## src/rtl/uart_rx_fifo_ctrl.sv

```systemverilog
// uart_rx_fifo_ctrl
//   APB-side controller for the UART receive path. Buffers received bytes in a
//   DEPTH-entry FIFO, exposes DATA (pop-on-read), STATUS (count/empty/full plus
//   sticky OVR/FERR/UDR, write-1-to-clear) and CTRL (RX_EN, IRQ_EN, THR, FLUSH),
//   and drives a registered level interrupt.
// Ports:
//   iCLK, iRESETn            clock, async active-low reset
//   iPSEL..iPWDATA, oPRDATA  APB slave, zero wait states (oPREADY tied 1)
//   iRX_DATA/VALID/FERR      byte stream from the RX datapath
//   oRX_EN                   enable to the RX datapath (CTRL[0])
//   oIRQ                     level interrupt, active high
module uart_rx_fifo_ctrl #(
    parameter int DEPTH  = 8,
    parameter int ADDR_W = 4
) (
    input  logic              iCLK,
    input  logic              iRESETn,
    input  logic              iPSEL,
    input  logic              iPENABLE,
    input  logic              iPWRITE,
    input  logic [ADDR_W-1:0] iPADDR,
    input  logic [31:0]       iPWDATA,
    output logic [31:0]       oPRDATA,
    output logic              oPREADY,
    input  logic [7:0]        iRX_DATA,
    input  logic              iRX_VALID,
    input  logic              iRX_FERR,
    output logic              oRX_EN,
    output logic              oIRQ
);
    localparam int PTR_W = $clog2(DEPTH);
    localparam int CNT_W = PTR_W + 1;
    localparam logic [ADDR_W-1:0] A_DATA = ADDR_W'(0);
    localparam logic [ADDR_W-1:0] A_STAT = ADDR_W'(4);
    localparam logic [ADDR_W-1:0] A_CTRL = ADDR_W'(8);

    logic [7:0]       mem_q [DEPTH];
    logic [7:0]       mem_d [DEPTH];
    logic [PTR_W-1:0] wr_ptr_q, wr_ptr_d, rd_ptr_q, rd_ptr_d;
    logic [CNT_W-1:0] cnt_q, cnt_d;
    logic             ovr_q, ovr_d, ferr_q, ferr_d, udr_q, udr_d;
    logic             rx_en_q, rx_en_d, irq_en_q, irq_en_d, irq_q, irq_d;
    logic [2:0]       thr_q, thr_d;

    logic rd_acc, wr_acc, empty, full, data_rd, stat_wr, ctrl_wr;
    logic pop, push, flush, rx_take, ovr_set, ferr_set, udr_set;

    // Upper write-data bits have no register behind them.
    logic unused_pwdata;
    assign unused_pwdata = ^iPWDATA[31:9];

    always_comb begin
        rd_acc  = iPSEL & iPENABLE & ~iPWRITE;
        wr_acc  = iPSEL & iPENABLE & iPWRITE;
        empty   = (cnt_q == '0);
        full    = (cnt_q == CNT_W'(DEPTH));
        data_rd = rd_acc & (iPADDR == A_DATA);
        stat_wr = wr_acc & (iPADDR == A_STAT);
        ctrl_wr = wr_acc & (iPADDR == A_CTRL);
        pop     = data_rd & ~empty;
        udr_set = data_rd & empty;
        flush   = ctrl_wr & iPWDATA[5];
        rx_take = iRX_VALID & rx_en_q;
        // A same-cycle pop frees a slot, so a full FIFO still accepts the byte.
        push     = rx_take & (~full | pop) & ~flush;
        ovr_set  = rx_take & full & ~pop;
        ferr_set = rx_take & iRX_FERR;
    end

    always_comb begin
        mem_d    = mem_q;
        wr_ptr_d = wr_ptr_q;
        rd_ptr_d = rd_ptr_q;
        cnt_d    = cnt_q + CNT_W'(push) - CNT_W'(pop);
        if (push) begin
            mem_d[wr_ptr_q] = iRX_DATA;
            wr_ptr_d        = wr_ptr_q + 1'b1;
        end
        if (pop) rd_ptr_d = rd_ptr_q + 1'b1;
        if (flush) begin
            wr_ptr_d = '0;
            rd_ptr_d = '0;
            cnt_d    = '0;
        end
    end

    always_comb begin
        // Set events take priority over a coincident write-1-to-clear.
        ovr_d    = ovr_set  | (ovr_q  & ~(stat_wr & iPWDATA[6]));
        ferr_d   = ferr_set | (ferr_q & ~(stat_wr & iPWDATA[7]));
        udr_d    = udr_set  | (udr_q  & ~(stat_wr & iPWDATA[8]));
        rx_en_d  = ctrl_wr ? iPWDATA[0]   : rx_en_q;
        irq_en_d = ctrl_wr ? iPWDATA[1]   : irq_en_q;
        thr_d    = ctrl_wr ? iPWDATA[4:2] : thr_q;
        irq_d    = irq_en_q & ((cnt_q >= (CNT_W'(thr_q) + CNT_W'(1))) | ovr_q | ferr_q);
    end

    always_comb begin
        oPRDATA = '0;
        if (rd_acc) begin
            case (iPADDR)
                A_DATA:  if (!empty) oPRDATA[7:0] = mem_q[rd_ptr_q];
                A_STAT:  oPRDATA[8:0] = {udr_q, ferr_q, ovr_q, full, empty, 4'(cnt_q)};
                A_CTRL:  oPRDATA[4:0] = {thr_q, irq_en_q, rx_en_q};
                default: oPRDATA = '0;
            endcase
        end
    end

    always_ff @(posedge iCLK or negedge iRESETn) begin
        if (!iRESETn) begin
            for (int i = 0; i < DEPTH; i++) mem_q[i] <= '0;
            wr_ptr_q <= '0;
            rd_ptr_q <= '0;
            cnt_q    <= '0;
            ovr_q    <= 1'b0;
            ferr_q   <= 1'b0;
            udr_q    <= 1'b0;
            rx_en_q  <= 1'b0;
            irq_en_q <= 1'b0;
            thr_q    <= '0;
            irq_q    <= 1'b0;
        end else begin
            mem_q    <= mem_d;
            wr_ptr_q <= wr_ptr_d;
            rd_ptr_q <= rd_ptr_d;
            cnt_q    <= cnt_d;
            ovr_q    <= ovr_d;
            ferr_q   <= ferr_d;
            udr_q    <= udr_d;
            rx_en_q  <= rx_en_d;
            irq_en_q <= irq_en_d;
            thr_q    <= thr_d;
            irq_q    <= irq_d;
        end
    end

    assign oPREADY = 1'b1;
    assign oRX_EN  = rx_en_q;
    assign oIRQ    = irq_q;

endmodule

```

## config.mk

```make
export PLATFORM = sky130hd
export DESIGN_NAME = uart_rx_fifo_ctrl
export DESIGN_NICKNAME = d
export VERILOG_FILES = /design/src/rtl/uart_rx_fifo_ctrl.sv
export SDC_FILE = /design/constraint.sdc
export NUM_CORES = 1
export LEC_CHECK = 0
export ABC_AREA = 1
export CAP_MARGIN = 20
export CORE_MARGIN = 4
export CORE_UTILIZATION = 31
export CTS_BUF_LIST = sky130_fd_sc_hd__clkbuf_4
export DETAILED_ROUTE_END_ITERATION = 16
export GPL_ROUTABILITY_DRIVEN = 0
export HOLD_SLACK_MARGIN = 0.08
export PLACE_DENSITY_LB_ADDON = 0.15
export SLEW_MARGIN = 40
export SYNTH_ARGS = -nofsm -noshare
export SYNTH_HDL_FRONTEND = slang
export SYNTH_SLANG_ARGS = --single-unit
```

## constraint.sdc

```tcl
create_clock -name iCLK -period 2.7 [get_ports iCLK]
set_input_delay 0.675 -clock iCLK [delete_from_list [all_inputs] [get_ports iCLK]]
set_output_delay 0.675 -clock iCLK [all_outputs]
set_load 0.005 [all_outputs]
```

==> flow_metrics.py <==
metrics = {
    "timing": {
        "grt_setup_unrepaired": "true",
        "worst_slew_pin_slew_ns": 0.6641,
        "skew_ns": 0.01909,
        "slew_violations": 0,
        "finalHoldViolCount": 0,
        "setup_ws_ns": 0.06711,
        "fmax_ghz": 0.3798,
        "tns_ns": 0,
        "max_slew_margin_pct": 55.73,
        "fin_crit_sh_pct": 97.51,
        "finalSetupViolCount": 0,
        "period_needed_ns": 2.633,
    },
    "synth": {
        "synth_async_sr_flop_share_pct": 100.0,
        "ys.flop_type": "dfrtp_1",
        "synth_commonest_cells": "nand2_1, dfrtp_1, nor2_1",
        "avgSynthCellArea_um2": 7.921,
        "synth_area_um2": 4840,
        "ys_seq_area_share_pct": 42.92,
        "yosysTopAreaCellShare_pct": 42.92,
        "yosys_register_bits": 83,
        "yosys.cell_types.count": 38,
        "synth_cells": 611,
        "synth_edf_count": 0,
        "yosysWarnings": 0,
        "synth_top_area_cell": "dfrtp_1",
        "synth_area_leaders": "dfrtp_1, nand2_1, nand4_1",
        "yosysMostFrequentCell": "nand2_1",
    },
    "global_route": {
        "antenna_found_initial": 1,
        "grtUsageMet3_pct": 4.373,
        "met1_usage_pct": 24.07,
        "grt_overflow_total": 0,
        "grt_usage_pct": 17.28,
        "top_usage_layer": "met2",
        "grt_pass1_vias": 4315,
        "grt_max_degree": 80,
        "grt_pass1_wl_um": 24170,
        "met2_usage_pct": 26.61,
    },
    "detailed_routing": {
        "drtIter0Drc": 337,
        "ant_nets": 0,
        "vias": 4559,
        "post-route-drc-count": 0,
        "via_per_inst": 5.049,
        "wire_per_inst_um": 17.14,
        "wirelength_um": 15480,
        "dr.pass1.iters": 5,
    },
    "placed_design": {
        "io_buffer_count": 38,
        "placed_area_um2": 5605,
        "detailedPlace.worstSlack_ns": -0.5135,
        "dpl.hpwl_um": 10300,
    },
    "clock_tree": {
        "cts.sinks": 83,
        "cts_tree": "yes",
        "htree_levels": 3,
        "clk_pin_slew_ns": 0.14,
        "root_buffer": "clkbuf_4",
        "clock_path_buffers": 2,
        "clk_latency_ns": 0.46,
        "hold_buffers": 0,
        "numCtsBuffers": 9,
    },
    "setup_path": {
        "required_ns": 2.03,
        "cp-end-kind": "output port",
        "reg2reg_from": "cnt_q[3]",
        "critPathArrivalTime_ns": 1.96,
        "cp-start-kind": "input port",
        "crit_start": "iPSEL",
        "crit_type": "in2out",
        "cp_max_fo": 9,
    },
    "power": {
        "vdd_ir_drop_max_mv": 0.2875,
        "power_density_nw_per_um2": 847.7,
        "p_leak_nw": 3.136,
    },
    "finish": {
        "area_growth_pct": 24.61,
        "drive_above_1_share_pct": 21.42,
        "fill_cells": 1589,
        "final_nets": 753,
        "design_area_um2": 6031,
        "fin_util_pct": 39.52,
    },
    "worst_hold_path": {
        "hold_class": "in2async",
    },
    "floorplanning": {
        "row_count": 45,
        "io_pins": 86,
        "coreArea_um2": 15260,
        "die_area_um2": 17670,
        "start_util_pct": 31.72,
        "die_h_um": 132.9,
        "die_w_um": 132.9,
    },
    "run_status": {
        "status": "complete, no violations",
    },
    "job": {
        "drv_cap": 0,
    },
}
-- power by group --
| part | internal (mW) | switching (mW) | total, mW |
|---|---|---|---|
| registers | 1.74 | 0.297 | 2.04 |
| clock network | 0.277 | 0.437 | 0.714 |
| logic | 0.979 | 1.38 | 2.36 |
-- kinds of logic (layout without fill, tap and decap cells) --
logic type,count (synthesis),count (layout),share of synthesized area (%)
other,2,25,0.1552
XOR/XNOR,3,3,0.5430
multiplexers,3,3,0.6980
AND/OR/NAND/NOR,348,348,34.26
flip-flops,83,83,42.92
buffers and inverters,93,151,10.52
adder cells (fa/ha/maj),14,14,3.775
AO/OA/AOI/OAI,65,65,7.136
-- final timing paths --
| check | end | slack (ns) | depth (start not counted) |
|---|---|---|---|
| worst max register to register | cnt_q[1] | 0.15 | 14 |
| max in group asynchronous | mem_q[11] | 1.81 | 2 |
| worst max-delay path | oPRDATA[8] | 0.07 | 5 |
| worst min register to register | mem_q[49] | 0.49 | 2 |
| min in group iCLK | mem_q[49] | 0.49 | 2 |
| worst min-delay path | oIRQ | 0.23 | 1 |
-- state kept, by name (all words and copies together), names as in the netlist --
register and cells:
ferr_q 1, wr_ptr_q 3, rd_ptr_q 3, oIRQ 1
oRX_EN 1, udr_q 1, mem_q 64, ovr_q 1
irq_en_q 1, thr_q 3, cnt_q 4
-- per-stage QoR --
stage,total power [mW],std cells,hold WS [ns]
6_report,5.112,903,0.2274
3_5_place_dp,4.104,871,0.4609
5_1_grt,5.547,903,0.2326
4_1_cts,4.917,895,0.2152
3_3_place_gp,4.063,871,0.4553
2_1_floorplan,3.322,633,0.3794
-- critical path, cell delays in order --
cell and delay [ns]:
clkdlybuf4s50_1 0.52, nand3_4 0.11, buf_4 0.20, nor3b_2 0.18
dlygate4sd2_1 0.26
-- metal layers --
layer | wire length, um | vias to the layer above
met5 | 0 | -
met4 | 245 | 0
met3 | 1177 | 18
met2 | 7289 | 184
met1 | 6767 | 2200
li1 | - | 2157
-- layout make-up --
cell class / count / area (um2) / share of cell area, %
multi-input combinational: 457 / 2476 / 41.06
sequential: 83 / 2079 / 34.48
timing repair buffer: 103 / 962.2 / 15.95
tap: 211 / 264.0 / 4.378
inverter: 34 / 127.6 / 2.116
clock buffer: 10 / 75.07 / 1.245
clock inverter: 4 / 43.79 / 0.7261
antenna: 1 / 2.502 / 0.04149
-- repair_timing --
action	CTS	global route
cloned	0	3
setup endpoints to repair	9	11
setup buffers	10	4
pin swaps	13	10
resized for setup	64	30
-- placed cells by master (no fill, tap or decap), drive strengths merged, types with 13 or more instances in the layout --
cell type	instances
o21ai	43
a21oi	15
conb	24
nand2	156
clkdlybuf4s50	23
inv	30
ha	13
nor2	83
nand4	72
buf	72
dfrtp	83
nand3	34
Note: power is estimated with default switching activity, not from simulation.
==> patch 1 (config.mk and constraints unchanged) <==
Register the output `oIRQ` once more, cleared by the reset; this adds one clock of latency there. The other outputs are not delayed to match.
--- a/src/rtl/uart_rx_fifo_ctrl.sv
+++ b/src/rtl/uart_rx_fifo_ctrl.sv
@@ -138,5 +138,11 @@
     assign oPREADY = 1'b1;
     assign oRX_EN  = rx_en_q;
-    assign oIRQ    = irq_q;
+    always_ff @(posedge iCLK or negedge iRESETn) begin
+        if (!iRESETn) begin
+            oIRQ <= '0;
+        end else begin
+            oIRQ <= irq_q;
+        end
+    end
 
 endmodule
Function: changed (a bounded check fails within 4 cycles, from zero or initial values and one cycle with iRESETn low).
==> patch 1 against the original RTL <==
- sequential cell count rose by 1
- clock skew increased by 0.0051 ns
- first-iteration DRC count grew 1.8%
- total power grew 1.8%
- area after synthesis shrank 0.72%
- setup slack better by 0.0072 ns
- wire length up 1.3%
- clock power grew 3.2%
- non-clock buffer count decreased by 7
- sequential share of layout area is 0.55 points higher
- cell area fell by 0.37%
- largest power group unchanged
==> patch 1: results (changes against the original RTL) <==
| Metric | Value |
|---|---|
| Met1 Wirelength | `6852 um (+1.3%)` |
| Share of the synthesized area in compound gates (AO/OA/AOI/OAI) | `7.396% (+0.26 points)` |
| Number of nets in the final layout | `748 (-0.66%)` |
| Post-place setup slack | `-0.4760 ns (+0.03753 ns)` |
| Vias in the first global route | `4576 (+6.0%)` |
| Routed wire length per instance | `17.92 um (+4.5%)` |
| Antenna violations before repair | `0 (-1)` |
| Post-Syn Area per Cell | `7.838 um2 (-1.0%)` |
| Met2 track utilization from global routing | `30.23% (+3.6 points)` |
| Netlist cell types | `34 (-11%)` |
| Met3 Use GR | `4.068% (-0.30 points)` |
| Share of post-route cells with drive strength above 1 | `21.98% (+0.56 points)` |
| Standby leakage power | `2.965 nW (-5.4%)` |
| Multiplexer share of the synthesized area | `0.7031% (+0.0051 points)` |
| Post-synthesis xor/xnor area fraction | `0.5469% (+0.0040 points)` |
| Placed standard-cell area | `0.005503 mm2 (-1.8%)` |
| Number of diodes added for antenna fixing | `0 (-1)` |
| Worst-case clock buffer depth | `2 (unchanged)` |
| Switching part of the total power | `41.45% (+0.16 points)` |
| Net switching component of the power | `2.157 mW (+2.2%)` |
| Length of routed met2 wiring | `7567 um (+3.8%)` |
| Drt initial violations | `343 (+1.8%)` |
| Latest clock arrival within the worst-skew pair | `0.46 ns (about the same)` |
| Status | `completed` |
| Maximum number of pins on one net before global-route repair | `81 (+1.3%)` |
| Top fanout value on the critical path | `6 (-3)` |
| Power attributed to the clock group | `737 uW (+3.2%)` |
| Average vias per placed instance | `5.152 (+2.0%)` |
| Top post-synthesis cells by area | `sky130_fd_sc_hd__dfrtp_1 44%, sky130_fd_sc_hd__nand2_1 12%, sky130_fd_sc_hd__nand4_1 9.4%` |
| Post-Synth Adder-Cell Area | `3.802% (+0.028 points)` |
| Wirelength, routed | `15680 um (+1.3%)` |
| Met3 wire length | `887 um (-25%)` |
| Met1 Resource Use GR | `24.04% (-0.033 points)` |
| Highest ir drop seen on vdd | `0.0002831 V (-1.5%)` |
| Sequential fraction of the synthesis area | `43.75% (+0.83 points)` |
| Synth cell count leaders | `155 x sky130_fd_sc_hd__nand2_1, 84 x sky130_fd_sc_hd__dfrtp_1, 76 x sky130_fd_sc_hd__nor2_1` |
| Cell count after placement | `844 (-3.1%)` |
| Fmax | `380.9 MHz (+0.27%)` |
| Power in sequential cells | `2.11 mW (+3%)` |
| Worst-case headroom to the max-slew limit | `55.64% (-0.091 points)` |
| Cell type group with the largest total delay on the critical path | `flip-flops` |
| Post-route clock skew | `0.02420 ns (+0.005115 ns)` |
| CP peak stage delay | `around 0.51 ns` |
| Slowest-stage cell, CP | `sky130_fd_sc_hd__dfrtp_2` |
[patch 1: worst paths after layout]
path	startpoint	end	cells past startpoint	slack, ns
max reg2reg	cnt_q[2]	cnt_q[2]	15	0.14
min	iRESETn	mem_q[20]	1	0.20
min in group iCLK	irq_q	oIRQ	0	0.37
max in group asynchronous	iRESETn	mem_q[58]	2	1.84
max	rd_ptr_q[0]	oPRDATA[5]	9	0.07
min reg2reg	irq_q	oIRQ	0	0.37
[patch 1: what timing repair did]
item,CTS,global route
endpoints found under the setup margin,9,11
gates resized for setup,64,64
cloned,2,1
buffers inserted,12,3
pin swaps,14,30
hold buffers,0,0
endpoints found under the hold margin,0,0
[patch 1: final cells by class]
class	instances	area, um2
Fill cell	1566	9194
Sequential cell	84	2105
Clock inverter	3	38.79
Tap cell	188	235.2
Timing Repair Buffer	96	917.1
Multi-Input combinational cell	458	2490
Inverter	34	132.6
Clock buffer	12	90.09
==> patch 2 (config.mk and constraints unchanged) <==
Made on the original files. Set the parameter `ADDR_W` to 5 (it was 4).
--- a/src/rtl/uart_rx_fifo_ctrl.sv
+++ b/src/rtl/uart_rx_fifo_ctrl.sv
@@ -12,5 +12,5 @@
 module uart_rx_fifo_ctrl #(
     parameter int DEPTH  = 8,
-    parameter int ADDR_W = 4
+    parameter int ADDR_W = 5
 ) (
     input  logic              iCLK,
Interface: changed (resized iPADDR); port bits go from 86 to 87. No check against the original RTL was run, so the function may have changed too.
==> patch 2 against the original RTL <==
- the flow now finishes with violations (negative setup slack)
- combinational power fell by 29%
- global-route usage increased by 0.17 points
- highest routed layer unchanged
- setup slack got worse by 0.12 ns
- clock power rose by 23%
- utilization is 0.25 points higher
- total power down 16%
- area after synthesis down 0.18%
- clock skew up 0.0091 ns
- non-clock buffer count up 2
- sequential cell count unchanged
- wire length down 1.6%
- synthesized cell count fell by 1.5%
- sequential share of layout area decreased by 0.23 points
- cell area up 0.62%
==> patch 2: results (changes against the original RTL) <==
| Metric | Value |
|---|---|
| Number of diodes added for antenna fixing | `0 (-1)` |
| Part of the total power dissipated in the clock network | `20.3% (+6.3 points)` |
| Share of the synthesized area in compound gates (AO/OA/AOI/OAI) | `9.583% (+2.4 points)` |
| Final setup slack of the worst path | `-0.05263 ns (-0.1197 ns)` |
| Latest clock arrival within the worst-skew pair | `0.49 ns (+0.03 ns)` |
| Slowest-stage cell, CP | `sky130_fd_sc_hd__dfrtp_2` |
| DR vias | `4454 (-2.3%)` |
| Length of routed met2 wiring | `7053 um (-3.2%)` |
| Number of flip-flops and latches | `83 (unchanged)` |
| Cell type group with the largest total delay on the critical path | `compound AO/OA/AOI/OAI gates` |
| Count of inverters other than clock inverters in the layout | `36 (+5.9%)` |
| Met1 Resource Use GR | `23.13% (-0.94 points)` |
| Met1 Wirelength | `6870 um (+1.5%)` |
| Count of port buffers added during placement | `39 (+2.6%)` |
| Sequential cell area | `0.002078 mm2 (about the same)` |
| Average vias per placed instance | `4.971 (-1.5%)` |
| Worst r2r path cells | `15 (+1)` |
| #MultiIn Comb | `445 (-2.6%)` |
| Status | `finished with violations` |
| HPWL reported at the end of detailed placement | `10690 um (+3.8%)` |
| Slack of the worst reg-to-reg path | `0.19 ns (+0.04 ns)` |
| Net switching component of the power | `1.690 mW (-20%)` |
| Synthesized netlist cell count | `602 (-1.5%)` |
| Post-Synth Adder-Cell Area | `3.781% (+0.0068 points)` |
| Cell count after placement | `869 (-0.23%)` |
| Switching part of the total power | `39.13% (-2.2 points)` |
| Post-synthesis xor/xnor area fraction | `0.7252% (+0.18 points)` |
| Top fanout value on the critical path | `5 (-4)` |
| Resize count post-CTS | `58 (-9.4%)` |
| Final number of setup-violating endpoints | `7 (+7)` |
| Critical path destination | `oPRDATA[2]` |
| Crit Reg-Reg Endpoint | `cnt_q[2]` |
| Met3 Use GR | `3.574% (-0.80 points)` |
| Clock network area share | `2.722% (+0.75 points)` |
| Multiplexer share of the synthesized area | `0% (-0.70 points)` |
| Routed wire length per instance | `16.99 um (-0.88%)` |
| CP peak stage delay | `0.54 ns (+0.02 ns)` |
| Met2 track utilization from global routing | `28.16% (+1.6 points)` |
| Violated checks | `negative setup slack` |
| Sequential fraction of the synthesis area | `42.99% (+0.078 points)` |
| Vias in the first global route | `4334 (+0.44%)` |
| Number of signal-net buffers in the layout | `105 (+1.9%)` |
| Standby leakage power | `2.949 nW (-6.0%)` |
| Crit path DAT | `2.08 ns (+0.12 ns)` |
-- patch 2: cell count changes in the layout (fill, tap and decap cells not counted), moves of 3 or more --
cell / before / now
sky130_fd_sc_hd__clkinv_1: 5 / 2
sky130_fd_sc_hd__mux2_2: 3 / 0
sky130_fd_sc_hd__nand2_1: 152 / 160
sky130_fd_sc_hd__nand3_1: 23 / 12
sky130_fd_sc_hd__nand4_1: 64 / 71
sky130_fd_sc_hd__nand4_2: 8 / 1
sky130_fd_sc_hd__nor2_1: 72 / 47
sky130_fd_sc_hd__nor2_2: 10 / 5
sky130_fd_sc_hd__nor2_4: 1 / 5
sky130_fd_sc_hd__nor3_2: 0 / 8
sky130_fd_sc_hd__o211ai_1: 0 / 16
sky130_fd_sc_hd__o21ai_0: 30 / 21
sky130_fd_sc_hd__o21ai_1: 13 / 18
sky130_fd_sc_hd__o21ai_2: 0 / 4
